## src/rtl/serial_subtractor_pkg.sv

```systemverilog
// serial_subtractor_pkg: FSM state encoding and width legality check shared by the serial subtractor.
`define SERIAL_SUB_W_OK(w) (((w) >= 2) && ((w) <= 32))

package serial_subtractor_pkg;
    typedef enum logic [1:0] {
        S_IDLE  = 2'd0,
        S_SHIFT = 2'd1,
        S_DONE  = 2'd2
    } state_t;
endpackage

```

## src/rtl/serial_subtractor_full_sub.sv

```systemverilog
// full_sub: gate-level full-subtractor cell, d = a - b - bin with borrow out.
module full_sub (
    input  logic a,
    input  logic b,
    input  logic bin,
    output logic d,
    output logic bout
);
    logic t, na, nt, g1, g2;

    xor x1 (t, a, b);
    xor x2 (d, t, bin);
    not n1 (na, a);
    and a1 (g1, na, b);
    not n2 (nt, t);
    and a2 (g2, nt, bin);
    or  o1 (bout, g1, g2);
endmodule

```

## src/rtl/serial_subtractor.sv

```systemverilog
// serial_subtractor: bit-serial W-bit subtractor, diff = a - b LSB first, one bit per clock.
module serial_subtractor
    import serial_subtractor_pkg::*;
#(
    parameter int W = 8
) (
    input  logic         clk,
    input  logic         rstn,
    input  logic         start,
    input  logic [W-1:0] a,
    input  logic [W-1:0] b,
    output logic         busy,
    output logic         done,
    output logic [W-1:0] diff,
    output logic         bout
);
    localparam int CW = $clog2(W);

    if (!`SERIAL_SUB_W_OK(W)) begin : g_bad_w
        $error("serial_subtractor: W must be in 2..32");
    end

    state_t          state, state_n;
    logic [W-1:0]    sa, sb;
    logic [CW-1:0]   cnt;
    logic            borrow, d, bo, last;

    full_sub u_cell (
        .a    (sa[0]),
        .b    (sb[0]),
        .bin  (borrow),
        .d    (d),
        .bout (bo)
    );

    always_comb begin
        last    = cnt == CW'(W - 1);
        state_n = (state == S_IDLE && start) ? S_SHIFT :
                  (state == S_SHIFT && last) ? S_DONE  :
                  (state == S_DONE)          ? S_IDLE  : state;
    end

    always_ff @(posedge clk or negedge rstn) begin
        if (!rstn) begin
            state <= S_IDLE;
            busy  <= 1'b0;
            done  <= 1'b0;
        end else begin
            state <= state_n;
            busy  <= state_n == S_SHIFT;
            done  <= state_n == S_DONE;
        end
    end

    // Result bits fill the minuend register from the top as its bits are consumed.
    always_ff @(posedge clk or negedge rstn) begin
        if (!rstn) begin
            sa     <= '0;
            sb     <= '0;
            cnt    <= '0;
            borrow <= 1'b0;
            diff   <= '0;
            bout   <= 1'b0;
        end else if (state == S_IDLE && start) begin
            sa     <= a;
            sb     <= b;
            cnt    <= '0;
            borrow <= 1'b0;
        end else if (state == S_SHIFT) begin
            sa     <= {d, sa[W-1:1]};
            sb     <= sb >> 1;
            cnt    <= last ? '0 : cnt + CW'(1);
            borrow <= bo;
            if (last) begin
                diff <= {d, sa[W-1:1]};
                bout <= bo;
            end
        end
    end
endmodule

```

## config.mk

```make
export PLATFORM = sky130hd
export DESIGN_NAME = serial_subtractor
export DESIGN_NICKNAME = d
export VERILOG_FILES = /design/src/rtl/serial_subtractor_pkg.sv /design/src/rtl/serial_subtractor_full_sub.sv /design/src/rtl/serial_subtractor.sv
export SDC_FILE = /design/constraint.sdc
export NUM_CORES = 1
export LEC_CHECK = 0
export BUFFER_PORTS_ARGS = -buffer_cell sky130_fd_sc_hd__clkbuf_2
export CAP_MARGIN = 40
export CORE_ASPECT_RATIO = 1.2
export CORE_MARGIN = 2
export CORE_UTILIZATION = 35
export DETAILED_ROUTE_END_ITERATION = 6
export GPL_TIMING_DRIVEN = 0
export HOLD_SLACK_MARGIN = 0.06
export PLACE_DENSITY = 0.55
export SYNTH_ARGS = -nofsm -noshare
export SYNTH_HDL_FRONTEND = slang
export SYNTH_SLANG_ARGS = --single-unit
export TNS_END_PERCENT = 10
```

## constraint.sdc

```tcl
create_clock -name clk -period 3.6 [get_ports clk]
set_clock_uncertainty 0.15 [all_clocks]
set_input_delay 0.18 -clock clk [delete_from_list [all_inputs] [get_ports clk]]
set_output_delay 0.18 -clock clk [all_outputs]
set_load 0.05 [all_outputs]
```

Word-level counts from Yosys, hierarchy flattened
Cells that the tools add are included.

Bits in registers: 33. Output and inout port bits: 11. Input port bits: 19. Word-level logic and storage cells: 40.

Muxes and demuxes: 12. Equal/unequal tests: 5. $add $sub $neg: 1. Reduce and logical (&&, ||, !) cells: 5. Bitwise operators: 8.

Operators by type and width (count): 8-bit 2-to-1 mux (4); 3-bit 2-to-1 mux (3); 2-bit 2-to-1 mux (3); 2-bit by 1-bit == test with 1-bit output (second input constant) (2); 2-bit == test (second input constant) (2); 3-bit by 1-bit adder with 3-bit output (second input constant) (1); 3-bit == test (second input constant) (1); 1-bit NOT (3); 3-bit AND reduction (1); 1-bit bitwise AND (2); 1-bit logical AND (2); 2-bit logical NOT (1); 1-bit 2-to-1 mux (2); 2-bit nonzero test (1); 1-bit bitwise XOR (2); 1-bit bitwise OR (1).

Depth between registers and ports, before layout
Word-level depth: 6. Mapped depth: 5.

Hierarchy
A second synthesis with hierarchy kept.

Cells, all modules: 121. Area total of the unflattened synthesis: 1452.6 um^2.

By module, submodules not included: serial_subtractor (instances 1, seq. area each 825.8 um^2, area an instance 1421.4 um^2, cells an instance 117); full_sub (instances 1, seq. area each 0.0 um^2, area an instance 31.3 um^2, cells an instance 4).

Worst setup path after synthesis
No wires, ideal clock.

Path kind: reg-to-reg. Start: register cnt[0]. End: register diff[1]. Library setup time: 0.125 ns. Slack: 1.908 ns. Path buffers: 1. Arrival time: 1.418 ns. Data required time: 3.325 ns. Clock period less this slack: 1.692 ns. Stages on the path, launching flop included: 6. Path through: dfrtp_1 > ha_1 > ha_1 > nand3b_1 > buf_2 > mux2_2.

Word-level cells in the longest chain between the ends: 2.

Ends and longest elaborated chain: start, declared (RTL line serial_subtractor.sv:25) `logic [CW-1:0] cnt;`; start signal, assigned (RTL line serial_subtractor.sv:72) `cnt <= last ? '0 : cnt + CW'(1);`; 3-bit == test (RTL line serial_subtractor.sv:37) `last = cnt == CW'(W - 1);`; 3-bit AND reduction (no source line); end signal, assigned (RTL line serial_subtractor.sv:75) `diff <= {d, sa[W-1:1]};`; end, declared (RTL line serial_subtractor.sv:14) `output logic [W-1:0] diff,`.

Every way passes these cells. A chain may end at the register's enable or synchronous reset.

Worst setup path in the final report
Same ends and word-level chain as after synthesis.

==> flow_metrics.env <==
export IMPL_ys_types=30
export IMPL_worst_pin_slew_ns=0.818
export IMPL_hold_class="in2reg"
export IMPL_clk_latency_ns=0.29
export IMPL_critPathLaunchType="register"
export IMPL_drt_met1_wl_mm=1.27
export IMPL_cts_sinks=33
export IMPL_timing_hold_ws_ns=0.0898
export IMPL_clockRootBuffer="clkbuf_8"
export IMPL_yosysSeqAreaShare_pct=54.9
export IMPL_required_ns=3.62
export IMPL_worst_setup_path_type="reg2reg"
export IMPL_p_clk_share_pct=19.0
export IMPL_grt_pass1_vias=1123
export IMPL_viasPerCell=5.13
export IMPL_ys_ff_latch=33
export IMPL_vias=1072
export IMPL_p_comb_share_pct=46.5
export IMPL_dpl_hpwl_mm=2.17
export IMPL_met2_length_mm=1.57
export IMPL_routedWlPerCell_um=14.7
export IMPL_endpoint_kind="register"
export IMPL_nNetsFinal=174
export IMPL_cp_common_cell="ha_1"
export IMPL_synth_warnings=0
export IMPL_hold_violations=0
export IMPL_syn_area_um2=1500
export IMPL_wl_mm=3.08
export IMPL_die_w_um=63.8
export IMPL_crit_fanout=10
export IMPL_switching_share_pct=39.9
export IMPL_grt_first_pass_wirelength_mm=5.15
export IMPL_syn_nets=137
export IMPL_fp_dieArea_um2=4840
export IMPL_place_area_um2=1720
export IMPL_numPortBuffers=29
export IMPL_cp_arrival_ns=1.86
export IMPL_clk_pin_slew_ns=0.06
export IMPL_crit_family="adder cells"
export IMPL_route_detailed_drc=0
export IMPL_vdd_drop_max_v=0.000348
export IMPL_start_util_pct=35.8
export IMPL_cp_num_buf_inv=1
export IMPL_finalCritPeriodShare_pct=51.0
export IMPL_placementRows=26
export IMPL_final_setup_viol_count=0
export IMPL_crit_slowest_cell="dfrtp_1"
export IMPL_cts_buffers_inserted=5
export IMPL_drive_gt1_share_pct=41.8
export IMPL_fin_crit_ns=1.84
export IMPL_maxCapViolCount=0
export IMPL_syn_inst=115
export IMPL_ant_nets=0
export IMPL_cts_root_to_sink_buffers=2
export IMPL_switching_power_uw=752
export IMPL_clock_fmax_mhz=544
export IMPL_antennaDiodeCount=0
export IMPL_grt_usage_pct=14.5
export IMPL_syn_to_final_growth_pct=22.7
export IMPL_rsz0062_at_grt="false"
export IMPL_dpl_worst_slack_ns=1.73
export IMPL_timing_final_ws_setup_ns=1.76
export IMPL_post_route_util_pct=44.0
export IMPL_firstDrtPassIters=2
export IMPL_antenna_found_initial=0
export IMPL_syn_avg_cell_area_um2=13.1
export IMPL_io_pin_count=30
export IMPL_slew_headroom_pct=45.4
export IMPL_die_h_um=75.8
export IMPL_place_congestion=0.700
export IMPL_setup_tns_ns=0
export IMPL_seqPwrFrac_pct=34.6
export IMPL_overflow=0
export IMPL_slew_viol_final=0
export IMPL_first_iter_violations=17
export IMPL_cts_resized=0
export IMPL_fill_cells=407
export IMPL_worstPathCellList="ha_1, ha_1, nand3b_1, buf_2, mux2_2"
export IMPL_cpPeakStageDelay_ns=0.39
export IMPL_internal_power_uw=1130
export IMPL_p_leak_uw=0.000845
export IMPL_cts_tree="done"
export IMPL_fp_coreArea_um2=4200
export IMPL_power_density_nw_per_um2=1020
export IMPL_htree_levels=2
export IMPL_wl_met3_um=180
export IMPL_top_layer_used="met4"
export IMPL_status="complete, no violations"
export IMPL_grt_max_degree=34
export IMPL_fin_area_um2=1850
worst register-to-register path: cells and delay by family (launching register included):
family                     cells  cell delay, ns
adders and majority gates      2            0.42
DFF                            1            0.39
muxes                          1            0.37
buffers and inverters          1            0.27
and+or+nand+nor                1            0.12
placed cells by master, fill, tap and decap left out, types with 6 or more instances in the layout:
cell type | synthesis | final
dfrtp_1 | 33 | 33
clkbuf_2 | 1 | 30
inv_1 | 11 | 11
o221a_2 | 8 | 8
mux2_2 | 8 | 8
nor4b_1 | 7 | 7
a221oi_1 | 7 | 7
buf_2 | 6 | 6
or4b_1 | 6 | 6
clkbuf_8 | 0 | 6
sequential cells by signal, summed over array words and instances, names as in the netlist:
register  count
done          1
borrow        1
diff          8
cnt           3
bout          1
state         2
sb            8
sa            8
busy          1
worst paths after layout:
path	slack, ns	end	startpoint	cells after the start
setup / recovery	1.76	diff[1]	cnt[0]	5
hold / removal	0.09	sa[2]	a[2]	3
setup reg to reg	1.76	diff[1]	cnt[0]	5
hold reg to reg	0.35	diff[2]	diff[2]	1
max in group asynchronous	2.42	cnt[1]	rstn	2
min in group asynchronous	0.37	sa[6]	rstn	2
metal layers:
metal / vias up / track usage [%]
met2: 28 / 26.2
met3: 6 / 5.32
li1: 507 / -
met4: 0 / 7.97
met1: 531 / 14.7
met5: - / 0
final cells by class:
type	count	area, um^2	share of cell area (%)
Clock buffer	7	86.3	4.68
Multi-Input combinational cell	61	583	31.6
Tap cell	56	70.1	3.80
Inverter	11	41.3	2.24
Sequential cell	33	826	44.7
Timing Repair Buffer	30	155	8.41
Clock inverter	1	30.0	1.63
Buffer	10	53.8	2.92
power groups by stage:
stage / sequential [uW] / clock (uW) / combinational (uW)
2_1_floorplan: 839 / 0 / 493
3_3_place_gp: 654 / 0 / 858
3_5_place_dp: 661 / 0 / 885
4_1_cts: 654 / 371 / 890
5_1_grt: 674 / 391 / 953
6_report: 651 / 358 / 875
cell families (layout without fill, tap and decap cells):
group | Yosys count | count (layout) | share of synthesized area [%]
AOI/OAI and AO/OA | 25 | 25 | 15.6
DFF | 33 | 33 | 54.9
and+or+nand+nor | 24 | 24 | 13.6
muxes | 9 | 9 | 6.66
buffers and inverters | 21 | 59 | 6.32
adders and majority gates | 3 | 3 | 2.99
Yosys cell counts:
library cell | n | area (um^2)
mux2_2 | 8 | 90.1
fa_1 | 1 | 20.0
clkbuf_2 | 1 | 5.00
a22o_1 | 3 | 26.3
nand2b_1 | 2 | 12.5
o21bai_2 | 1 | 11.3
ha_1 | 2 | 25.0
nor4b_1 | 7 | 61.3
nor2b_1 | 1 | 6.26
a211o_1 | 1 | 8.76
a221oi_1 | 7 | 61.3
nor4bb_1 | 1 | 10.0
o21ba_2 | 1 | 10.0
or4b_2 | 2 | 20.0
o221a_2 | 8 | 90.1
or2b_1 | 1 | 7.51
buf_2 | 6 | 30.0
o21a_1 | 2 | 15.0
and2b_1 | 1 | 7.51
mux2i_1 | 1 | 10.0
nand3b_1 | 1 | 7.51
dfrtp_1 | 33 | 826
nor2_1 | 1 | 3.75
or4b_1 | 6 | 60.1
a21oi_1 | 1 | 5.00
inv_1 | 11 | 41.3
o22ai_1 | 1 | 6.26
clkbuf_1 | 2 | 7.51
nor3b_1 | 1 | 7.51
buf_6 | 1 | 11.3
per-stage QoR:
step	total power, uW	std cells
6_report	1880	209
5_1_grt	2020	209
4_1_cts	1920	209
3_5_place_dp	1550	200
3_3_place_gp	1510	200
2_1_floorplan	1330	115
timing repair:
action / 4_1_cts / 5_1_grt
hold endpoints to repair: 33 / 0
buffers inserted: 0 / 0
hold buffers: 1 / 0
Power figures use the tool's default switching activity.
